<file path="config.mk">
export PLATFORM = sky130hd
export DESIGN_NAME = ex_stage_md
export DESIGN_NICKNAME = d
export VERILOG_FILES = /design/src/rtl/ex_stage_md.sv
export SDC_FILE = /design/constraint.sdc
export NUM_CORES = 2
export LEC_CHECK = 0
export CORE_MARGIN = 3
export CORE_UTILIZATION = 49
export CTS_BUF_LIST = sky130_fd_sc_hd__clkbuf_16
export DETAILED_ROUTE_END_ITERATION = 7
export PLACE_DENSITY = 0.71
export SLEW_MARGIN = 20
export SYNTH_ARGS = -nofsm -noshare
export SYNTH_HDL_FRONTEND = slang
export SYNTH_SLANG_ARGS = --single-unit
</file>
<file path="constraint.sdc">
create_clock -name clk -period 3.45 [get_ports clk]
set_clock_uncertainty 0.1 [all_clocks]
set_input_delay 0.69 -clock clk [delete_from_list [all_inputs] [get_ports clk]]
set_output_delay 0.69 -clock clk [all_outputs]
set_load 0.01 [all_outputs]
</file>
<file path="src/rtl/ex_stage_md.sv">
// Execute stage with valid/stall/flush control, single-cycle RV32M multiply and a
// radix-2 restoring divider that back-pressures ID through ex_busy.
module ex_stage_md #(
  parameter int XLEN     = 32,
  parameter int RF_AW    = 5,
  parameter int ALU_OP_W = 4
) (
  input  logic                clk,
  input  logic                rst_n,
  input  logic                id_valid,
  input  logic                id_reg_wen,
  input  logic [RF_AW-1:0]    id_reg_waddr,
  input  logic [XLEN-1:0]     id_rs1_data,
  input  logic [XLEN-1:0]     id_rs2_data,
  input  logic [ALU_OP_W-1:0] id_alu_op,
  input  logic                id_md_en,
  input  logic [2:0]          id_md_op,
  input  logic                id_ill_instr,
  input  logic                ex_flush,
  input  logic                ex_stall_in,
  output logic                ex_busy,
  output logic                ex_valid,
  output logic                ex_reg_wen,
  output logic [RF_AW-1:0]    ex_reg_waddr,
  output logic [XLEN-1:0]     ex_result,
  output logic                ex_ill_instr
);

  localparam int CNT_W = $clog2(XLEN);
  localparam int SH_W  = $clog2(XLEN);

  // ALU encoding is {funct7[5], funct3}
  localparam logic [ALU_OP_W-1:0] ALU_ADD  = ALU_OP_W'(0);
  localparam logic [ALU_OP_W-1:0] ALU_SLL  = ALU_OP_W'(1);
  localparam logic [ALU_OP_W-1:0] ALU_SLT  = ALU_OP_W'(2);
  localparam logic [ALU_OP_W-1:0] ALU_SLTU = ALU_OP_W'(3);
  localparam logic [ALU_OP_W-1:0] ALU_XOR  = ALU_OP_W'(4);
  localparam logic [ALU_OP_W-1:0] ALU_SRL  = ALU_OP_W'(5);
  localparam logic [ALU_OP_W-1:0] ALU_OR   = ALU_OP_W'(6);
  localparam logic [ALU_OP_W-1:0] ALU_AND  = ALU_OP_W'(7);
  localparam logic [ALU_OP_W-1:0] ALU_SUB  = ALU_OP_W'(8);
  localparam logic [ALU_OP_W-1:0] ALU_SRA  = ALU_OP_W'(13);

  typedef enum logic [1:0] {DIV_IDLE, DIV_RUN, DIV_DONE} div_state_e;

  // div_state is the FSM state observed by checkers
  div_state_e      div_state, div_state_nxt;
  logic [CNT_W-1:0] div_cnt;
  logic [XLEN-1:0] div_quo, div_rem, div_dvsr;
  logic            div_q_neg, div_r_neg;

  logic [XLEN-1:0] alu_res, mul_res, div_res, ex_result_nxt;
  logic [SH_W-1:0] shamt;
  logic            mul_a_sgn, mul_b_sgn;
  logic [2*XLEN-1:0] mul_a, mul_b, mul_p;
  logic            div_signed, dvd_neg, dvs_neg, div_start, div_by_zero, div_ovf;
  logic [XLEN-1:0] dvd_abs, dvs_abs, q_out, r_out;
  logic [XLEN:0]   div_trial;
  logic            load_valid;

  // ALU
  assign shamt = id_rs2_data[SH_W-1:0];
  always_comb begin
    alu_res = '0;
    case (id_alu_op)
      ALU_ADD:  alu_res = id_rs1_data + id_rs2_data;
      ALU_SUB:  alu_res = id_rs1_data - id_rs2_data;
      ALU_SLL:  alu_res = id_rs1_data << shamt;
      ALU_SLT:  alu_res = {{(XLEN-1){1'b0}}, $signed(id_rs1_data) < $signed(id_rs2_data)};
      ALU_SLTU: alu_res = {{(XLEN-1){1'b0}}, id_rs1_data < id_rs2_data};
      ALU_XOR:  alu_res = id_rs1_data ^ id_rs2_data;
      ALU_SRL:  alu_res = id_rs1_data >> shamt;
      ALU_SRA:  alu_res = XLEN'($signed(id_rs1_data) >>> shamt);
      ALU_OR:   alu_res = id_rs1_data | id_rs2_data;
      ALU_AND:  alu_res = id_rs1_data & id_rs2_data;
      default:  alu_res = '0;
    endcase
  end

  // Multiplier: sign-extend to 2*XLEN so one unsigned product covers all four ops
  assign mul_a_sgn = (id_md_op[1:0] == 2'd1) || (id_md_op[1:0] == 2'd2);
  assign mul_b_sgn = (id_md_op[1:0] == 2'd1);
  assign mul_a     = {{XLEN{mul_a_sgn & id_rs1_data[XLEN-1]}}, id_rs1_data};
  assign mul_b     = {{XLEN{mul_b_sgn & id_rs2_data[XLEN-1]}}, id_rs2_data};
  assign mul_p     = mul_a * mul_b;
  assign mul_res   = (id_md_op[1:0] == 2'd0) ? mul_p[XLEN-1:0] : mul_p[2*XLEN-1:XLEN];

  // Divider operand preparation
  assign div_signed  = ~id_md_op[0];
  assign dvd_neg     = div_signed & id_rs1_data[XLEN-1];
  assign dvs_neg     = div_signed & id_rs2_data[XLEN-1];
  assign dvd_abs     = dvd_neg ? -id_rs1_data : id_rs1_data;
  assign dvs_abs     = dvs_neg ? -id_rs2_data : id_rs2_data;
  assign div_by_zero = (id_rs2_data == '0);
  assign div_ovf     = div_signed && (id_rs1_data == {1'b1, {(XLEN-1){1'b0}}})
                       && (id_rs2_data == '1);
  assign div_start   = rst_n & id_valid & id_md_en & id_md_op[2] & ~ex_flush;
  // MSB set means the shifted remainder was smaller than the divisor
  assign div_trial   = {div_rem, div_quo[XLEN-1]} - {1'b0, div_dvsr};

  always_ff @(posedge clk or negedge rst_n) begin
    if (!rst_n) begin
      div_state <= DIV_IDLE;
      div_cnt   <= '0;
      div_quo   <= '0;
      div_rem   <= '0;
      div_dvsr  <= '0;
      div_q_neg <= 1'b0;
      div_r_neg <= 1'b0;
    end else begin
      div_state <= div_state_nxt;
      if (div_state == DIV_IDLE && div_start) begin
        div_cnt  <= '0;
        div_dvsr <= dvs_abs;
        if (div_by_zero) begin
          div_quo   <= '1;
          div_rem   <= id_rs1_data;
          div_q_neg <= 1'b0;
          div_r_neg <= 1'b0;
        end else if (div_ovf) begin
          div_quo   <= id_rs1_data;
          div_rem   <= '0;
          div_q_neg <= 1'b0;
          div_r_neg <= 1'b0;
        end else begin
          div_quo   <= dvd_abs;
          div_rem   <= '0;
          div_q_neg <= dvd_neg ^ dvs_neg;
          div_r_neg <= dvd_neg;
        end
      end else if (div_state == DIV_RUN) begin
        div_cnt <= div_cnt + CNT_W'(1);
        if (!div_trial[XLEN]) begin
          div_rem <= div_trial[XLEN-1:0];
          div_quo <= {div_quo[XLEN-2:0], 1'b1};
        end else begin
          div_rem <= {div_rem[XLEN-2:0], div_quo[XLEN-1]};
          div_quo <= {div_quo[XLEN-2:0], 1'b0};
        end
      end
    end
  end

  always_comb begin
    div_state_nxt = div_state;
    case (div_state)
      DIV_IDLE: if (div_start) div_state_nxt = (div_by_zero || div_ovf) ? DIV_DONE : DIV_RUN;
      DIV_RUN: begin
        if (ex_flush) div_state_nxt = DIV_IDLE;
        else if (div_cnt == CNT_W'(XLEN-1)) div_state_nxt = DIV_DONE;
      end
      DIV_DONE: if (ex_flush || !ex_stall_in) div_state_nxt = DIV_IDLE;
      default: div_state_nxt = DIV_IDLE;
    endcase
  end

  always_comb begin
    ex_busy = ((div_state == DIV_IDLE) && div_start) || (div_state == DIV_RUN);
    q_out   = div_q_neg ? -div_quo : div_quo;
    r_out   = div_r_neg ? -div_rem : div_rem;
    div_res = id_md_op[1] ? r_out : q_out;
  end

  assign ex_result_nxt = id_md_en ? (id_md_op[2] ? div_res : mul_res) : alu_res;
  assign load_valid    = id_valid & ~ex_busy;

  always_ff @(posedge clk or negedge rst_n) begin
    if (!rst_n) begin
      ex_valid     <= 1'b0;
      ex_reg_wen   <= 1'b0;
      ex_reg_waddr <= '0;
      ex_result    <= '0;
      ex_ill_instr <= 1'b0;
    end else if (ex_flush) begin
      ex_valid     <= 1'b0;
      ex_reg_wen   <= 1'b0;
      ex_ill_instr <= 1'b0;
    end else if (!ex_stall_in) begin
      ex_valid     <= load_valid;
      ex_reg_wen   <= id_reg_wen & load_valid;
      ex_reg_waddr <= id_reg_waddr;
      ex_result    <= ex_result_nxt;
      ex_ill_instr <= id_ill_instr & load_valid;
    end
  end

endmodule

</file>
==> summary.md <==
| Metric | Value |
|---|---|
| Status | `finished with violations` |
| Violated checks | `negative setup slack` |
| H-tree depth | `4` |
| Cell count after placement | `about 9600` |
| Reg2Reg Depth | `14` |
| CP endpoint kind | `register` |
| Total number of yosys warnings | `0` |
| WP data arrival | `roughly 8.3 ns` |
| First-pass GRT wire length | `420500 um` |
| Final setup vio count | `between 100 and 150` |
| Io pins | `around 130` |
| Layout cells sized above 1 | `a little over a quarter` |
| Final wirelength | `~300000 um` |
| CTS Buf Count | `17` |
| Critical Path Fanout Max | `7` |
| CP delay by family, top | `adder cells` |
| Sink Count | `145` |
| Initial antenna violation count | `19` |
| GRT Max-Usage Layer | `met2` |
| Flops & latches, synth | `between 100 and 150` |
| Worst slew margin | `33.15%` |
| CP max stage delay | `about 0.67 ns` |
| Worst Hold Class | `in -> async` |
| Worst hold margin | `~0.26 ns` |
| Worst R2R End | `div_rem[19]` |
| # DRC | `0` |
| Initial DRC count | `about 6800` |
| Setup TNS Final | `-164.62 ns` |
| R2r setup slk | `-0.20 ns` |
| Clk buf depth | `2` |
| Die Area | `between 100000 and 150000 um^2` |
| Final Hold Vio Count | `0` |
| Critical path's slowest cell | `fa_2` |
| Avg Inst Size Synth | `between 8 and 9 um^2` |
| Met3 Resource Use GR | `between 10% and 20%` |
| Post-synth EDFFs | `0` |
| Critical path type | `in -> reg` |
| Width of the die | `between 300 and 400 um` |
| Final Wtd Congestion | `~1.1` |
| Tcrit/Tclk final | `232.0%` |
| Critical path origin | `id_md_op[1]` |
| Setup ws final | `-4.553 ns` |
| GRT Overall Usage | `between 40% and 50%` |
| Synth cell types | `83` |
| P&R area growth vs syn | `33.40%` |
| Fill cells | `~9200` |
| Routed WL per cell | `30.33 um` |
| Synth cell count leaders | `inv_1 (1322), fa_1 (1128), nand2_1 (1109)` |
| Worst Path Buf+Inv | `9` |
| F_max | `125.0 MHz` |
| Shortest period the worst path allows | `between 8 and 9 ns` |
| FP Rows | `124` |
| Die H | `346.6 um` |
| Initial Util | `around half` |
| Net Count, Synth | `~8500` |
| FF-to-FF Start | `div_dvsr[17]` |
| Largest net degree at the start of global routing | `between 100 and 150` |
| Synth area leader | `fa_1` |
| Post-route ant nets | `0` |
| Fin cells | `a little under 10000` |
| Vias | `59080` |
| Pins Over Slew Limit | `0` |
| CORE AREA | `114700 um^2` |
| Synth Cell Area | `56840 um^2` |
| Area share of the largest cell type after synthesis | `just under 40%` |
| RSZ-0062 raised after global routing | `true` |
| CP Launch Type | `input pin` |
| Final nets | `just under 10000` |
| Least-Margin Pin Slew | `0.9983 ns` |
| CP dominant cell by count | `fa_1` |
| WP data required | `between 3 and 4 ns` |
| Crit path to | `ex_result[24]` |
| Sequential area share after synthesis | `6.384%` |
| Post-DP HPWL | `between 200000 and 250000 um` |
| Met2 Use GR | `between 70 and 80%` |
| Cell chosen for the clock root | `clkbuf_16` |
| Post-synthesis async set-or-reset flop share | `100.0%` |
| Grt met1 use | `about 60%` |
| Mapped Cells | `approximately 7000` |
| Port-buffer cells | `approximately 120` |
| Max-Cap Viols | `0` |
| Vias per cell | `~6.0` |
| Cell with the most instances after synthesis | `inv_1` |
| Stages on the worst setup path | `32` |
| Main synth FF type | `dfrtp_1` |
| CTS tree | `yes` |
| Drt pass-1 iters | `8` |
| Number of global-route vias before repair | `61100` |
| Global route total overflow | `0` |
| Top area cells in the synthesized netlist | `fa_1 (40%), inv_1 (8.7%), ha_1 (7.7%)` |
| Clk pin slew, worst setup/hold paths | `approximately 0.07 ns` |
| Worst-Skew Late Latency | `between 0.4 and 0.5 ns` |
| # hold bufs at CTS | `0` |
## cell families (layout without fill, tap and decap cells)
kind of cell / count (synthesis) / count (layout) / share of synthesized area [%]
and+or+nand+nor: 2025 / 2025 / 14.87
buffers and inverters: 1803 / 3100 / 11.93
adders and majority gates: 1478 / 1478 / 47.44
AOI/OAI and AO/OA: 1155 / 1155 / 13.02
xor gates and xnor gates: 234 / 234 / 3.606
DFF: 145 / 145 / 6.384
muxes: 113 / 113 / 2.747
other: 0 / 9 / 0
## through the flow
step / util [%] / setup slack, ns / instance area (um^2)
after floorplan: - / -5.040 / 57880
after global placement: 61.59 / -5.904 / 70610
after detailed placement: 61.59 / -5.940 / 70610
after CTS: 65.04 / -4.514 / 74580
after global routing: 66.11 / -4.713 / 75800
final: 66.13 / -4.553 / 75820
## layout by cell type (no fill, tap or decap), types with 31 or more instances in the layout
master           netlist  layout
nand2_2                0      35
a21oi_2                0      39
buf_6                  0      99
nor3_1                65      52
xnor2_1              168     158
a21oi_1              297     244
clkdlybuf4s50_1        0      55
nand3_1               59      50
ha_4                   0      46
nand2_1             1109    1063
a211oi_1              71      48
fa_1                1128    1076
xor2_1                66      63
o21ai_0              293     246
mux4_2                33      33
inv_2                 14      61
o31ai_1               53      41
mux2i_1               66      66
a21o_1                62      62
a31oi_1               48      41
o211ai_1              37      37
dfrtp_1              145     145
fa_2                   0      52
inv_1               1322    1245
nor2_1               556     513
ha_1                 350     299
buf_4                  0    1369
buf_12                 0     134
o21ai_1                4      31
## sequential cells by signal (all words and copies together), names as in the netlist
name          count
div_dvsr         32
div_cnt           5
div_state         2
ex_reg_wen        1
ex_valid          1
ex_result        32
ex_ill_instr      1
div_rem          32
div_r_neg         1
ex_reg_waddr      5
div_q_neg         1
div_quo          32
## area by class of cell
cell class                      count  area, um^2  share of cell area (%)
Antenna cell                        9       22.52                 0.02970
Clock buffer                       17       425.4                  0.5611
Clock inverter                     15       145.1                  0.1914
Inverter                         1352        5236                   6.906
Multi-Input combinational cell   5005       48980                   64.60
Sequential cell                   145        3628                   4.786
Tap cell                         1512        1892                   2.495
Timing Repair Buffer             1716       15490                   20.43
## layer usage
metal	routed length [um]	up-vias
li1	-	24380
met1	103900	29420
met2	127100	4020
met3	35120	1252
met4	30180	10
met5	63	-
## how the worst min path moves through the flow
stage                                  to            start  slack, ns
after detailed placement  ex_reg_waddr[1]  ex_reg_waddr[1]       0.36
after CTS                      div_cnt[0]            rst_n       0.33
final                          div_cnt[0]            rst_n       0.26
after global routing           div_cnt[2]            rst_n       0.34
after global placement    ex_reg_waddr[1]  ex_reg_waddr[1]       0.36
after floorplan                div_cnt[0]            rst_n       0.29
## repair_timing
item / 4_1_cts / 5_1_grt
endpoints found under the setup margin: 113 / 106
resized for setup: 631 / 217
setup buffers: 114 / 32
pin swaps: 204 / 160
gates cloned: 5 / 3
Power is not shown: default switching activity piles up to over one toggle a cycle in this logic, so the estimate is an artifact.
